==> config.mk <==
export PLATFORM = sky130hd
export DESIGN_NAME = datapath_controller_flat
export DESIGN_NICKNAME = d
export VERILOG_FILES = /design/src/rtl/datapath_controller_if.sv /design/src/rtl/datapath_controller.sv /design/src/flat_wrapper.sv
export SDC_FILE = /design/constraint.sdc
export NUM_CORES = 1
export LEC_CHECK = 0
export CELL_PAD_IN_SITES_DETAIL_PLACEMENT = 1
export CELL_PAD_IN_SITES_GLOBAL_PLACEMENT = 2
export CORE_UTILIZATION = 23
export DETAILED_ROUTE_END_ITERATION = 16
export PLACE_DENSITY = 0.95
export REMOVE_ABC_BUFFERS = 1
export SLEW_MARGIN = 20
export SYNTH_ARGS = -nofsm -noshare
export SYNTH_HDL_FRONTEND = slang
export SYNTH_SLANG_ARGS = --single-unit
==> constraint.sdc <==
create_clock -name clk -period 3.6 [get_ports clk]
set_clock_uncertainty 0.2 [all_clocks]
set_input_delay 0.9 -clock clk [delete_from_list [all_inputs] [get_ports clk]]
set_output_delay 0.9 -clock clk [all_outputs]
set_load 0.01 [all_outputs]
==> src/rtl/datapath_controller_if.sv <==
// Bus between the instruction source / datapath and the sequencing controller.
// The controller sits on the slave side; the source/datapath side is master.
interface datapath_controller_if #(
    parameter int IW = 16
);
    // Instruction source handshake
    logic [IW-1:0] in;
    logic          load;
    logic          s;
    logic          w;
    logic          done;
    logic          err;

    // Datapath control word
    logic [IW-1:0] datapath_in;
    logic [2:0]    writenum;
    logic [2:0]    readnum;
    logic          write;
    logic          vsel;
    logic          asel;
    logic          bsel;
    logic          loada;
    logic          loadb;
    logic          loadc;
    logic          loads;
    logic [1:0]    ALUop;
    logic [1:0]    shift;

    modport master (
        output in, load, s,
        input  w, done, err, datapath_in, writenum, readnum, write,
               vsel, asel, bsel, loada, loadb, loadc, loads, ALUop, shift
    );

    modport slave (
        input  in, load, s,
        output w, done, err, datapath_in, writenum, readnum, write,
               vsel, asel, bsel, loada, loadb, loadc, loads, ALUop, shift
    );
endinterface

==> src/rtl/datapath_controller.sv <==
// Sequencing FSM for the 16-bit register/ALU/shifter datapath.
// Captures an instruction in WAIT, decodes it and issues one Moore control
// word per cycle until write-back, then returns to WAIT.
module datapath_controller #(
    parameter int IW = 16
) (
    input  logic                  clk,
    input  logic                  reset_n,
    datapath_controller_if.slave  bus
);

    typedef enum logic [2:0] {
        WAIT      = 3'd0,
        DECODE    = 3'd1,
        WRITE_IMM = 3'd2,
        GET_A     = 3'd3,
        GET_B     = 3'd4,
        ALU       = 3'd5,
        WRITE_REG = 3'd6
    } state_t;

    state_t        state;
    state_t        state_next;
    logic [IW-1:0] ir;
    logic          err_q;

    // Instruction fields
    logic [2:0] opcode;
    logic [1:0] op;
    logic [2:0] rn;
    logic [2:0] rd;
    logic [1:0] sh;
    logic [2:0] rm;
    logic [4:0] opkey;
    logic       illegal;

    assign opcode = ir[15:13];
    assign op     = ir[12:11];
    assign rn     = ir[10:8];
    assign rd     = ir[7:5];
    assign sh     = ir[4:3];
    assign rm     = ir[2:0];
    assign opkey  = {opcode, op};

    // The only encodings this controller executes; everything else flags err.
    assign illegal = !(opkey == 5'b110_10 || opkey == 5'b110_00 ||
                       opcode == 3'b101);

    // Immediate is always presented, sign-extended from imm8.
    assign bus.datapath_in = {{(IW-8){ir[7]}}, ir[7:0]};
    assign bus.err         = err_q;

    // State register with synchronous active-low reset.
    // NOTE: sequential state uses non-blocking (<=) so every flop samples pre-edge values.
    always_ff @(posedge clk) begin
        if (!reset_n) begin
            state <= WAIT;
        end else begin
            state <= state_next;
        end
    end

    // Instruction register (loads only in WAIT) and sticky illegal-opcode flag.
    always_ff @(posedge clk) begin
        if (!reset_n) begin
            ir    <= '0;
            err_q <= 1'b0;
        end else begin
            if (state == WAIT && bus.load) begin
                ir <= bus.in;
            end
            if (state == DECODE && illegal) begin
                err_q <= 1'b1;
            end
        end
    end

    // Next-state decode.
    // NOTE: default assignment first, so no path leaves state_next unassigned (no latch).
    always_comb begin
        state_next = state;
        case (state)
            WAIT: begin
                if (bus.s) state_next = DECODE;
            end
            DECODE: begin
                case (opkey)
                    5'b110_10:                      state_next = WRITE_IMM;
                    5'b110_00, 5'b101_11:           state_next = GET_B;
                    5'b101_00, 5'b101_01, 5'b101_10: state_next = GET_A;
                    default:                        state_next = WAIT;
                endcase
            end
            WRITE_IMM: state_next = WAIT;
            GET_A:     state_next = GET_B;
            GET_B:     state_next = ALU;
            ALU: begin
                if (opkey == 5'b101_01) state_next = WAIT;
                else                    state_next = WRITE_REG;
            end
            WRITE_REG: state_next = WAIT;
            default:   state_next = WAIT;
        endcase
    end

    // Moore control word: everything idles at 0 except what the state drives.
    always_comb begin
        bus.w        = 1'b0;
        bus.done     = 1'b0;
        bus.writenum = 3'd0;
        bus.readnum  = 3'd0;
        bus.write    = 1'b0;
        bus.vsel     = 1'b0;
        bus.asel     = 1'b0;
        bus.bsel     = 1'b0;
        bus.loada    = 1'b0;
        bus.loadb    = 1'b0;
        bus.loadc    = 1'b0;
        bus.loads    = 1'b0;
        bus.ALUop    = 2'b00;
        bus.shift    = 2'b00;
        case (state)
            WAIT: bus.w = 1'b1;
            WRITE_IMM: begin
                bus.vsel     = 1'b1;
                bus.write    = 1'b1;
                bus.writenum = rn;
                bus.done     = 1'b1;
            end
            GET_A: begin
                bus.readnum = rn;
                bus.loada   = 1'b1;
            end
            GET_B: begin
                bus.readnum = rm;
                bus.loadb   = 1'b1;
            end
            ALU: begin
                bus.shift = sh;
                if (opkey == 5'b110_00) begin
                    // MOV reg: A side forced to zero, ADD passes shifted B through.
                    bus.asel  = 1'b1;
                    bus.ALUop = 2'b00;
                    bus.loadc = 1'b1;
                end else if (opkey == 5'b101_01) begin
                    // CMP: only the status register is updated.
                    bus.ALUop = 2'b01;
                    bus.loads = 1'b1;
                    bus.done  = 1'b1;
                end else begin
                    bus.ALUop = op;
                    bus.loadc = 1'b1;
                end
            end
            WRITE_REG: begin
                bus.write    = 1'b1;
                bus.writenum = rd;
                bus.done     = 1'b1;
            end
            default: ;
        endcase
    end

endmodule

==> src/flat_wrapper.sv <==
// flat-port wrapper written by rule: the top's interface ports become plain ports
module datapath_controller_flat 
#(
    parameter int IW = 16
)
  (clk, reset_n, bus_in, bus_load, bus_s, bus_w, bus_done, bus_err, bus_datapath_in, bus_writenum, bus_readnum, bus_write, bus_vsel, bus_asel, bus_bsel, bus_loada, bus_loadb, bus_loadc, bus_loads, bus_ALUop, bus_shift);
  datapath_controller_if #(.IW(IW)) bus_i ();
  input  logic clk;
  input  logic reset_n;
  input wire logic [$bits(bus_i.in)-1:0] bus_in;
  input wire logic [$bits(bus_i.load)-1:0] bus_load;
  input wire logic [$bits(bus_i.s)-1:0] bus_s;
  output wire logic [$bits(bus_i.w)-1:0] bus_w;
  output wire logic [$bits(bus_i.done)-1:0] bus_done;
  output wire logic [$bits(bus_i.err)-1:0] bus_err;
  output wire logic [$bits(bus_i.datapath_in)-1:0] bus_datapath_in;
  output wire logic [$bits(bus_i.writenum)-1:0] bus_writenum;
  output wire logic [$bits(bus_i.readnum)-1:0] bus_readnum;
  output wire logic [$bits(bus_i.write)-1:0] bus_write;
  output wire logic [$bits(bus_i.vsel)-1:0] bus_vsel;
  output wire logic [$bits(bus_i.asel)-1:0] bus_asel;
  output wire logic [$bits(bus_i.bsel)-1:0] bus_bsel;
  output wire logic [$bits(bus_i.loada)-1:0] bus_loada;
  output wire logic [$bits(bus_i.loadb)-1:0] bus_loadb;
  output wire logic [$bits(bus_i.loadc)-1:0] bus_loadc;
  output wire logic [$bits(bus_i.loads)-1:0] bus_loads;
  output wire logic [$bits(bus_i.ALUop)-1:0] bus_ALUop;
  output wire logic [$bits(bus_i.shift)-1:0] bus_shift;
  assign bus_i.in = bus_in;
  assign bus_i.load = bus_load;
  assign bus_i.s = bus_s;
  assign bus_w = bus_i.w;
  assign bus_done = bus_i.done;
  assign bus_err = bus_i.err;
  assign bus_datapath_in = bus_i.datapath_in;
  assign bus_writenum = bus_i.writenum;
  assign bus_readnum = bus_i.readnum;
  assign bus_write = bus_i.write;
  assign bus_vsel = bus_i.vsel;
  assign bus_asel = bus_i.asel;
  assign bus_bsel = bus_i.bsel;
  assign bus_loada = bus_i.loada;
  assign bus_loadb = bus_i.loadb;
  assign bus_loadc = bus_i.loadc;
  assign bus_loads = bus_i.loads;
  assign bus_ALUop = bus_i.ALUop;
  assign bus_shift = bus_i.shift;
  datapath_controller #(.IW(IW)) u_core (.clk(clk), .reset_n(reset_n), .bus(bus_i));
endmodule
After elaboration in Yosys (flattened, before gate mapping)
Cells that the tools add are included.
W data, S select, Z words.
{ "totals": {"ram_bits": 0, "rom_bits": 0, "out_inout_bits": 37, "mem_count": 0, "ff_bits": 20, "in_bits": 20, "latchBits": 0} }
{ "classes": {"eq_ne": 14, "muxes": 24, "n_shift": 0, "n_lt_le_gt_ge": 0, "n_addsub": 0, "multipliers": 0, "n_div": 0, "bitwise_logic": 0, "reduce_logical": 9} }
{ "ops": {"columns": ["operator", "count"], "rows": [
  ["$eq A5 B5 Y1 const B", 6],
  ["$pmux W3 S5", 1],
  ["$mux W1", 13],
  ["$eq A3 B3 Y1 const B", 4],
  ["$pmux W3 S2", 2],
  ["$pmux W3 S3", 1],
  ["$mux W2", 4],
  ["$eq A3 B2 Y1 const B", 2],
  ["$mux W3", 2],
  ["$reduce_or A2 Y1", 2],
  ["$eq A3 B1 Y1 const B", 1],
  ["$logic_not A3 Y1", 1],
  ["$reduce_or A3 Y1", 1],
  ["$logic_and A1 B1 Y1", 2],
  ["$logic_or A1 B1 Y1", 2],
  ["$ne A2 B2 Y1 const B", 1],
  ["$pmux W1 S2", 1],
  ["$logic_not A1 Y1", 1]
]} }

Longest topological paths before layout
Gate-level depths: netlist of run 1.
{ "logic_depth": {"word_depth": 5, "mapped_depth": 6, "mapped_depth_nobuf": 3} }

Worst setup path after synthesis of run 1
No wires, ideal clock.
{ "synth_path": {"path_type": "register -> output", "startpoint": "register u_core.state[2]", "endpoint": "output port bus_done", "path_buffers": 2, "required_time_ns": 2.500, "stages_incl_launch_ff": 6, "arrival_time_ns": 1.274, "setup_slack_ns": 1.226, "cell_sequence": "dfxtp_1 buf_6 buf_2 nand3b_1 nor3_1 or2_2"} }
{ "synth_between": {"elab_chain_len": 3} }
{ "synth_rtl": {"columns": ["item", "line", "source"], "rows": [
  ["start, declared", "datapath_controller.sv:22", "state_t state;"],
  ["start signal, assigned", "datapath_controller.sv:59", "state <= state_next;"],
  ["$eq A3 B3 Y1 or $eq A3 B2 Y1 (tied branches)", "datapath_controller.sv:122", "case (state)"],
  ["$reduce_or A2 Y1 (no source line)", null, null],
  ["$pmux W1 S2 *", "datapath_controller.sv:122", null],
  ["end, declared", "flat_wrapper.sv:14", "output wire logic [$bits(bus_i.done)-1:0] bus_done;"]
]} }
Mark *: on every way between the ends. The rest lies on a longest branch, timed or not.

Worst setup path after layout of run 1
{ "layout_path": {"startpoint": "register u_core.state[2]", "endpoint": "output port bus_readnum[2]"} }
{ "layout_between": {"elab_chain_len": 2} }
{ "layout_rtl": {"columns": ["item", "line", "source"], "rows": [
  ["$eq A3 B3 Y1 or $eq A3 B2 Y1 (tied branches)", "datapath_controller.sv:122", null],
  ["$pmux W3 S2 *", "datapath_controller.sv:122", null],
  ["end, declared", "flat_wrapper.sv:18", "output wire logic [$bits(bus_i.readnum)-1:0] bus_readnum;"]
]} }
Marks and branches as above.

==> results of run 1 <==
==> final timing paths <==
kind	from	cells after the start	end	slack [ns]
setup / recovery	u_core.state[2]	4	bus_readnum[2]	0.46
hold / removal	u_core.ir[6]	2	u_core.ir[6]	0.28
setup reg to reg	u_core.state[2]	4	u_core.ir[9]	1.49
hold reg to reg	u_core.ir[6]	2	u_core.ir[6]	0.28
==> cells by family (layout without fill, tap and decap cells) <==
logic type | Yosys count | count (layout) | synth area share, %
AO/OA/AOI/OAI | 29 | 29 | 18.4
buffers and inverters | 28 | 63 | 15.9
flip-flops | 20 | 20 | 33.5
AND/OR/NAND/NOR | 68 | 68 | 29.4
multiplexers | 3 | 3 | 2.51
other | 1 | 1 | 0.314
==> report_power, final <==
group / leakage [uW] / internal, uW / switching, uW
clock: 0.0000288 / 97.5 / 77.8
combinational: 0.000442 / 63.1 / 43.2
sequential: 0.000164 / 236 / 18.1
total: 0.000634 / 396 / 139
==> registers in the layout, indices dropped and copies added, names as in the netlist <==
register / count
u_core.ir: 16
u_core.state: 3
u_core.bus.err: 1
==> synthesized netlist by cell type, types with 3 or more instances <==
master,instances
buf_2,5
a211oi_1,3
dfxtp_1,20
a22o_1,3
and2_1,5
nor3_1,3
a21boi_0,6
mux2i_1,3
clkbuf_1,3
nor2b_1,3
nor2_1,9
a21boi_1,10
buf_4,17
nand2_1,35
==> worst min-delay path: cells and delay by family (launching register included) <==
family           cells  cell delay, ns
AO/OA/AOI/OAI        1            0.05
flip-flops           1            0.33
AND/OR/NAND/NOR      1            0.06
==> area by class of cell <==
type	instances	area, um^2
multi-input cells	101	606
clock buffers	4	55.1
repair buffers	58	573
flip-flops and latches	20	400
inverters	1	3.75
well taps	67	83.8
fillers	593	3130
==> per-stage QoR <==
| step | cell area [um^2] | setup WS (ns) | hold WS, ns | util (%) | power (uW) |
|---|---|---|---|---|---|
| 2_1_floorplan | 1010 | 1.16 | 0.247 | - | 298 |
| 3_3_place_gp | 1670 | 0.784 | 0.254 | 34.4 | 365 |
| 3_5_place_dp | 1670 | 0.752 | 0.258 | 34.4 | 367 |
| 4_1_cts | 1720 | 0.449 | 0.278 | 35.5 | 544 |
| 5_1_grt | 1720 | 0.334 | 0.302 | 35.5 | 563 |
| 6_report | 1720 | 0.462 | 0.275 | 35.5 | 535 |
==> metal layers <==
metal	wire (um)	GRT usage [%]
met4	46	5.13
met5	0	0
met1	1510	15.5
met3	104	1.63
met2	1690	21.2
==> reports/metrics.sh, run 1 <==
OUTCOME='complete, no violations'
LAYOUT_MIN_CYCLE_TIME_NS=3.14
FINAL_HOLD_VIOL_COUNT=0
ROUTE.ANTENNA.REMAINING_NETS=0
PATH_MAX_FANOUT=14
CTS_TREE='built'
LEADING_CELL_TYPE_IN_THE_LAYOUT_FILL_AND_TAPS_EXCLUDED='clkdlybuf4s50_1'
ANTENNADIODECOUNT=0
EDFF_COUNT_SYNTH=0
FINALWEIGHTEDCONGESTION=0.717
CPLARGESTDELAYFAMILY='flip-flops'
FLOW.AREA_GROWTH_FROM_SYNTHESIS_PCT=43.9
WL_UM=3350
CRIT_PATH_TOP_DELAY_CELL='dfxtp_1'
NUMPORTBUFFERS=55
HTREE_NUM_LEVELS=1
CP-END-KIND='output port'
SYNTH.TOP_CELLS.BY_AREA='dfxtp_1 33%, nand2_1 11%, buf_4 11%, a21boi_1 6.3%, a21boi_0 3.8%'
CORE.ROWCOUNT=25
SYNTH.FF_LATCH_COUNT=20
GLOBALROUTEOVERFLOWTOTAL=0
INITIALDRTVIOLATIONCOUNT=36
FIRST_GLOBAL_VIAS=1020
CORE-AREA_UM2=4850
WORST_SLEW_PIN_SLEW_NS=0.603
SYNTH_LARGEST_TYPE_AREA_FRACTION_PCT=33.5
DRIVE_GT1_SHARE_PCT=5.98
CPPEAKSTAGEDELAY_NS=0.64
FINAL-MAX-SLEW-VIOLATION-COUNT=0
VIAS=1071
INITIAL_CORE_UTIL_PCT=24.7
DRC=0
FINAL.SETUP.TNS_NS=0
MAXSLEWHEADROOM_PCT=59.8
CRITICAL_PATH.STARTPOINT_TYPE='flop'
CTS.ROOT.BUFFER_CELL='clkbuf_8'
CTS_RESIZED=0
DIE_X_UM=74.1
CRIT_REQUIRED_NS=2.50
GRT_FIRST_PASS_WIRELENGTH_UM=5210
MAX-CLOCK-PATH-BUFFERS=2
CTS_INSERTED_BUFFERS=3
HIGHEST_COUNT_CELLS_IN_THE_LAYOUT_IGNORING_FILL_AND_TAPS='55 x clkdlybuf4s50_1, 35 x nand2_1, 20 x dfxtp_1'
TIMING.FMAX_GHz=0.319
IRDROPWORSTVDD_V=0.000140
CRITICAL_PATH_CLASS='reg -> out'
DIE_H_UM=74.1
SYN_INST=149
WORST-ENDPOINT-ARRIVAL_NS=2.04
POST_CTS_SETUP_BUFFERS=0
FRACTION_OF_REGISTERS_WITH_ASYNC_SET_OR_RESET_AFTER_SYNTHESIS_PCT=0
MAX_CAP_VIOL_COUNT=0
POST-ROUTE-PERIOD-UTIL_PCT=87.2
HOLD_CLASS='reg -> reg'
INSERTION_DELAY_NS=0.26
TIMING.FINAL.SETUP_VIOLATIONS=0
SYN_AREA_UM2=1200
LARGEST_NET_DEGREE_AT_THE_START_OF_GLOBAL_ROUTING=19
NUM_IO_PINS=57
SETUP_REPAIR_AFTER_GLOBAL_ROUTING_MISSED_ITS_MARGIN='no'
GRT_ANTENNA_BEFORE_REPAIR=0
DIE_AREA_UM2=5490
DRTPASS1ITERATIONS=4
SYN-MEAN-INSTANCE-AREA_UM2=8.03
NETLIST.TOP_CELL.BY_AREA='dfxtp_1'
HPWL_AFTER_DETAILED_PLACEMENT_UM=2460
MOST_USED_DFF_POST_SYNTH='dfxtp_1'
DP.CELLS=247
CTS-HOLD-FIX-BUFFERS=0
LEAKAGE_POWER_OF_THE_DESIGN_uW=0.000634
POST_LAYOUT_NONFILLER_INSTANCES=251
PATH_CELLS='nand2b_1 -> nor2_1 -> a22o_1 -> clkdlybuf4s50_1'
YOSYS_WARNINGS=0
YS_SEQ_AREA_SHARE_PCT=33.5
SYNTH_CELL_TYPE_COUNT=34
TIMING.CRITICAL_PATH.BUF_INV=1
CTS.CLK_SLEW.WORST_PATHS_NS=0.08
GLOBALROUTETOTALUTIL_PCT=12.3
POWER_PER_CELL_AREA_nW_PER_UM2=311
WL_PER_CELL_UM=13.3
NETS=205
VIAS_PER_CELL=4.27
CTS.SINKS=20
(Power assumes the default switching activity.)
==> run 2, diff against run 1 <==
- CTS_CLUSTER_SIZE: not set -> 10
- SKIP_CTS_REPAIR_TIMING: not set -> 1
- clock period: 3.6 -> 4.05 ns (I/O delays scaled with it)
==> reports/metrics.sh, run 2 (synthesized netlist as in run 1, its figures left out) <==
MAX-CLOCK-PATH-BUFFERS=2  # unchanged
NUM_IO_PINS=57  # unchanged
CP-END-KIND='output port'
HPWL_AFTER_DETAILED_PLACEMENT_UM=2330  # -5.0%
FINALWEIGHTEDCONGESTION=0.748  # +4.3%
LAYOUT_MIN_CYCLE_TIME_NS=3.40
MAXSLEWHEADROOM_PCT=40.8  # -19 points
FINAL.SETUP.TNS_NS=0  # unchanged
WORST-ENDPOINT-ARRIVAL_NS=2.19  # +0.15 ns
POST-ROUTE-CELL-AREA_UM2=1710  # -0.87%
POST-ROUTE-PERIOD-UTIL_PCT=84.1
HTREE_NUM_LEVELS=1  # unchanged
WL_UM=3240  # -3.2%
FINAL-MAX-SLEW-VIOLATION-COUNT=0  # unchanged
VIAS_PER_CELL=4.35  # +1.9%
NUMPORTBUFFERS=55  # unchanged
COMB_POWER_SHARE_PCT=19.6  # -0.3 points
WL_PER_CELL_UM=13.0  # -2.4%
SEQPWRFRAC_PCT=48.2  # +0.8 points
CRIT_REQUIRED_NS=2.84  # +0.34 ns
CTS.SINKS=20  # unchanged
INSERTION_DELAY_NS=0.25  # about the same
CTS.CLK_SLEW.WORST_PATHS_NS=0.07  # about the same
PROPORTION_OF_TOTAL_POWER_DUE_TO_NET_SWITCHING_PCT=25.4  # -0.58 points
POST-ROUTE-WORST-SETUP-SLACK_NS=0.645  # +0.184 ns
FINAL_HOLD_VIOL_COUNT=0  # unchanged
UTILIZATION_PCT=35.2  # -0.31 points
CELL_INTERNAL_PWR_uW=351  # -11%
DRTPASS1ITERATIONS=4  # unchanged
OUTCOME='complete, no violations'
GLOBALROUTEOVERFLOWTOTAL=0  # unchanged
FILL_CELLS=600  # +1.2%
DP.CELLS=245  # -0.81%
CORE.ROWCOUNT=25  # unchanged
SETUP_REPAIR_AFTER_GLOBAL_ROUTING_MISSED_ITS_MARGIN='no'
ROUTE.ANTENNA.REMAINING_NETS=0  # unchanged
VIAS=1083  # +1.1%
LEADING_CELL_TYPE_IN_THE_LAYOUT_FILL_AND_TAPS_EXCLUDED='clkdlybuf4s50_1'
DP_WORST_SETUP_SLACK_NS=0.958  # +0.206 ns
PATH_MAX_FANOUT=18  # +4
MAX_CAP_VIOL_COUNT=0  # unchanged
CRITICAL_PATH.STARTPOINT_TYPE='flop'
IRDROPWORSTVDD_V=0.000134  # -4.3%
LEAKAGE_POWER_OF_THE_DESIGN_uW=0.000624  # -1.6%
CRITICAL_PATH_CLASS='reg -> out'
CTS_INSERTED_BUFFERS=3  # unchanged
LARGEST_NET_DEGREE_AT_THE_START_OF_GLOBAL_ROUTING=20  # +1
DRIVE_GT1_SHARE_PCT=4.95  # -1.0 points
FLOW.AREA_GROWTH_FROM_SYNTHESIS_PCT=42.7
WORST_SLEW_PIN_SLEW_NS=0.884  # +0.281 ns
ANTENNADIODECOUNT=0  # unchanged
MAX_FLOP_REGISTER='u_core.ir'
FIRST_GLOBAL_VIAS=1046  # +2.5%
POST_LAYOUT_NONFILLER_INSTANCES=249  # -0.80%
DIE_X_UM=74.1  # unchanged
CTS.ROOT.BUFFER_CELL='clkbuf_8'
DIE_H_UM=74.1  # unchanged
LARGEST_REGISTER_FFS=16  # unchanged
HIGHEST_COUNT_CELLS_IN_THE_LAYOUT_IGNORING_FILL_AND_TAPS='55 x clkdlybuf4s50_1, 35 x nand2_1, 20 x dfxtp_1'
SWITCHING_POWER_uW=120  # -14%
DIE_AREA_UM2=5490  # unchanged
GRT_ANTENNA_BEFORE_REPAIR=0  # unchanged
CORE-AREA_UM2=4850  # unchanged
POWER_PER_CELL_AREA_nW_PER_UM2=275  # -11%
INITIAL_CORE_UTIL_PCT=24.7  # unchanged
GLOBALROUTETOTALUTIL_PCT=12.1  # -0.28 points
INITIALDRTVIOLATIONCOUNT=20  # -44%
GRT_FIRST_PASS_WIRELENGTH_UM=5140  # -1.3%
P_CLK_SHARE_PCT=32.2  # -0.6 points
DRC=0  # unchanged
TIMING.FINAL.SETUP_VIOLATIONS=0  # unchanged
NETS=203  # -0.98%
PLACEDINSTANCEAREA_UM2=1650  # -0.90%
TIMING.FMAX_GHz=0.294
CTS_TREE='built'
HOLD_CLASS='reg -> reg'
-- run 2: cell count changes in the layout (fill, tap and decap cells not counted) --
cell / previous run / this run
buf_4: 3 / 1
-- run 2: per-stage QoR --
step | power (uW) | hold WS [ns]
2_1_floorplan | 265 | 0.247
3_3_place_gp | 323 | 0.250
3_5_place_dp | 324 | 0.254
4_1_cts | 478 | 0.282
5_1_grt | 498 | 0.302
6_report | 470 | 0.277
-- run 2: path summary, 6_finish.rpt --
kind              cells after the start  slack, ns        endpoint       startpoint
setup reg to reg                      3       2.03    u_core.ir[3]  u_core.state[2]
hold reg to reg                       2       0.28    u_core.ir[6]     u_core.ir[6]
setup / recovery                      4       0.65  bus_readnum[2]  u_core.state[2]
hold / removal                        2       0.28    u_core.ir[6]     u_core.ir[6]
-- run 2: power groups by stage --
stage	clock network, uW	registers [uW]	logic [uW]
floorplan	0	232	32.7
finish	151	226	92.3
global route	168	229	102
detailed placement	0	231	93.3
global placement	0	230	92.4
CTS	157	226	94.0
-- run 2: area by class of cell --
cell class	instances	area, um^2	share of cell area, %
Multi-Input combinational cell	101	606	35.5
Timing Repair Buffer	56	558	32.7
Sequential cell	20	400	23.5
Tap cell	67	83.8	4.91
Clock buffer	4	55.1	3.23
Inverter	1	3.75	0.220
-- run 2: metal layers --
metal	up-vias	track usage [%]	share of wire [%]
met5	-	0	0
met4	0	4.06	0.96
met3	2	1.76	2.8
met2	22	19.7	47
met1	513	16.2	50
li1	546	-	-
-- run 2: worst max-delay path: stages, from the launching register on --
cell and delay (ns):
dfxtp_1 0.77, nand2b_1 0.16, nor2_1 0.26, a22o_1 0.20, clkdlybuf4s50_1 0.53
==> run 3, diff against run 2 <==
- CORE_UTILIZATION: 23 -> 21
- PLACE_DENSITY: 0.95 -> 0.89
- clock period: 4.05 -> 3.47 ns (I/O delays scaled with it)
==> reports/metrics.sh, run 3 (synthesized netlist as in run 1, its figures left out) <==
CRITICAL_PATH.STARTPOINT_TYPE='flop'
HOLD_CLASS='reg -> reg'
CRITICAL_PATH_CLASS='reg -> out'
POWER_PER_CELL_AREA_nW_PER_UM2=320  # +16%
ANTENNADIODECOUNT=0  # unchanged
VIAS_PER_CELL=4.26  # -2.1%
IRDROPWORSTVDD_V=0.000102  # -24%
NUMPORTBUFFERS=55  # unchanged
MAXSLEWHEADROOM_PCT=62.6  # +22 points
DRIVE_GT1_SHARE_PCT=5.98  # +1.0 points
VIAS=1090  # +0.65%
INITIAL_CORE_UTIL_PCT=21.7  # -2.9 points
WORST_HOLD_SLACK_NS=0.276  # -0.00101 ns
DIE_AREA_UM2=6000  # +9.3%
DRTPASS1ITERATIONS=4  # unchanged
FINAL.SETUP.TNS_NS=0  # unchanged
FLOW.AREA_GROWTH_FROM_SYNTHESIS_PCT=44.5
POST-ROUTE-WORST-SETUP-SLACK_NS=0.412  # -0.234 ns
CORE.ROWCOUNT=27  # +8.0%
REGISTER_TO_REGISTER_SETUP_SLACK_NS=1.45  # -0.58 ns
CTS_TREE='built'
HOLD_END='u_core.ir[5]'
DP_WORST_SETUP_SLACK_NS=0.700  # -0.258 ns
ROUTE.ANTENNA.REMAINING_NETS=0  # unchanged
WORSTREG2REGEND='u_core.ir[11]'
LAYOUT_MIN_CYCLE_TIME_NS=3.06
GLOBALROUTETOTALUTIL_PCT=11.4  # -0.70 points
CRIT_PATH_TOP_DELAY_CELL='dfxtp_1'
LEADING_CELL_TYPE_IN_THE_LAYOUT_FILL_AND_TAPS_EXCLUDED='clkdlybuf4s50_1'
CRIT_REQUIRED_NS=2.40  # -0.44 ns
GLOBALROUTEOVERFLOWTOTAL=0  # unchanged
LEAKAGE_POWER_OF_THE_DESIGN_uW=0.000634  # +1.7%
MAX-CLOCK-PATH-BUFFERS=2  # unchanged
OUTCOME='complete, no violations'
MAX_FLOP_REGISTER='u_core.ir'
LARGEST_REGISTER_FFS=16  # unchanged
MIN_PATH_CELLS=2  # unchanged
MAX_CAP_VIOL_COUNT=0  # unchanged
SETUP_REPAIR_AFTER_GLOBAL_ROUTING_MISSED_ITS_MARGIN='no'
FINALWEIGHTEDCONGESTION=0.738  # -1.4%
TIMING.CRITICAL_PATH.BUF_INV=1  # unchanged
GRT_ANTENNA_BEFORE_REPAIR=0  # unchanged
POST-ROUTE-PERIOD-UTIL_PCT=88.1
TIMING.FMAX_GHz=0.327
INSERTION_DELAY_NS=0.25  # about the same
PATH_CELLS='nor2b_1 -> and2_1 -> a22o_1 -> clkdlybuf4s50_1'
HPWL_AFTER_DETAILED_PLACEMENT_UM=2540  # +9.0%
CP-END-KIND='output port'
CTS.SINKS=20  # unchanged
FINAL_HOLD_VIOL_COUNT=0  # unchanged
NUM_IO_PINS=57  # unchanged
CPLARGESTDELAYFAMILY='flip-flops'
DRC=0  # unchanged
PATH_MAX_FANOUT=11  # -7
INITIALDRTVIOLATIONCOUNT=32  # +60%
WORST-ENDPOINT-ARRIVAL_NS=1.99  # -0.20 ns
GRT_FIRST_PASS_WIRELENGTH_UM=5420  # +5.5%
CTS.CLK_SLEW.WORST_PATHS_NS=0.08  # about the same
FIRST_GLOBAL_VIAS=1077  # +3.0%
LARGEST_NET_DEGREE_AT_THE_START_OF_GLOBAL_ROUTING=17  # -15%
HIGHEST_COUNT_CELLS_IN_THE_LAYOUT_IGNORING_FILL_AND_TAPS='55 x clkdlybuf4s50_1, 35 x nand2_1, 20 x dfxtp_1'
CORE-AREA_UM2=5510  # +14%
FILL_CELLS=640  # +6.7%
NETS=205  # +0.99%
TIMING.FINAL.SETUP_VIOLATIONS=0  # unchanged
HTREE_NUM_LEVELS=1  # unchanged
RR_STARTPOINT='u_core.state[2]'
CTS_INSERTED_BUFFERS=3  # unchanged
CTS.ROOT.BUFFER_CELL='clkbuf_8'
WL_PER_CELL_UM=12.8  # -1.5%
TIMING.HOLD.WORST.START='u_core.ir[5]'
WORST_SLEW_PIN_SLEW_NS=0.561  # -0.323 ns
WL_UM=3280  # +1.3%
CPPEAKSTAGEDELAY_NS=0.56  # -0.21 ns
FINAL-MAX-SLEW-VIOLATION-COUNT=0  # unchanged
DIE_X_UM=77.5  # +4.5%
WORSTREGTOREGCELLS=4  # +1
DIE_H_UM=77.5  # +4.5%
run 3: worst max path at each step:
stage / from / slack, ns / depth (start not counted) / end
6_report: u_core.state[0] / 0.41 / 4 / bus_readnum[1]
5_1_grt: u_core.state[0] / 0.33 / 4 / bus_readnum[0]
4_1_cts: u_core.state[0] / 0.42 / 4 / bus_readnum[1]
3_5_place_dp: u_core.state[0] / 0.70 / 4 / bus_readnum[1]
3_3_place_gp: u_core.state[0] / 0.74 / 4 / bus_readnum[2]
2_1_floorplan: u_core.state[2] / 1.06 / 3 / bus_done
run 3: area by class of cell:
type / instances / area, um^2 / area share [%]
multi-input combinational: 101 / 606 / 35.0
timing repair buffer: 58 / 573 / 33.2
sequential: 20 / 400 / 23.2
tap: 72 / 90.1 / 5.21
clock buffer: 4 / 55.1 / 3.19
inverter: 1 / 3.75 / 0.217
run 3: worst min-delay path, stage by stage, from the launching register on:
cell,delay (ns)
dfxtp_1,0.33
nand2_1,0.06
a21boi_1,0.05
run 3: layer usage:
layer / wire length, um / vias to the layer above / global-route usage (%)
met5: 0 / - / 0
met4: 42 / 0 / 4.53
met3: 91 / 2 / 1.65
met2: 1720 / 19 / 20.1
met1: 1430 / 517 / 13.7
li1: - / 552 / -
run 3: stage by stage:
stage	util, %	area [um^2]	std cells	total power, uW
global placement	30.4	1670	252	378
CTS	31.4	1730	256	561
global route	31.4	1730	256	579
detailed placement	30.4	1670	252	381
finish	31.4	1730	256	552
floorplan	-	1010	122	309
run 3: where the power goes:
part	switching, uW	internal, uW
clock	78.1	101
combinational	44.4	65.5
sequential	19.2	244
total	142	411
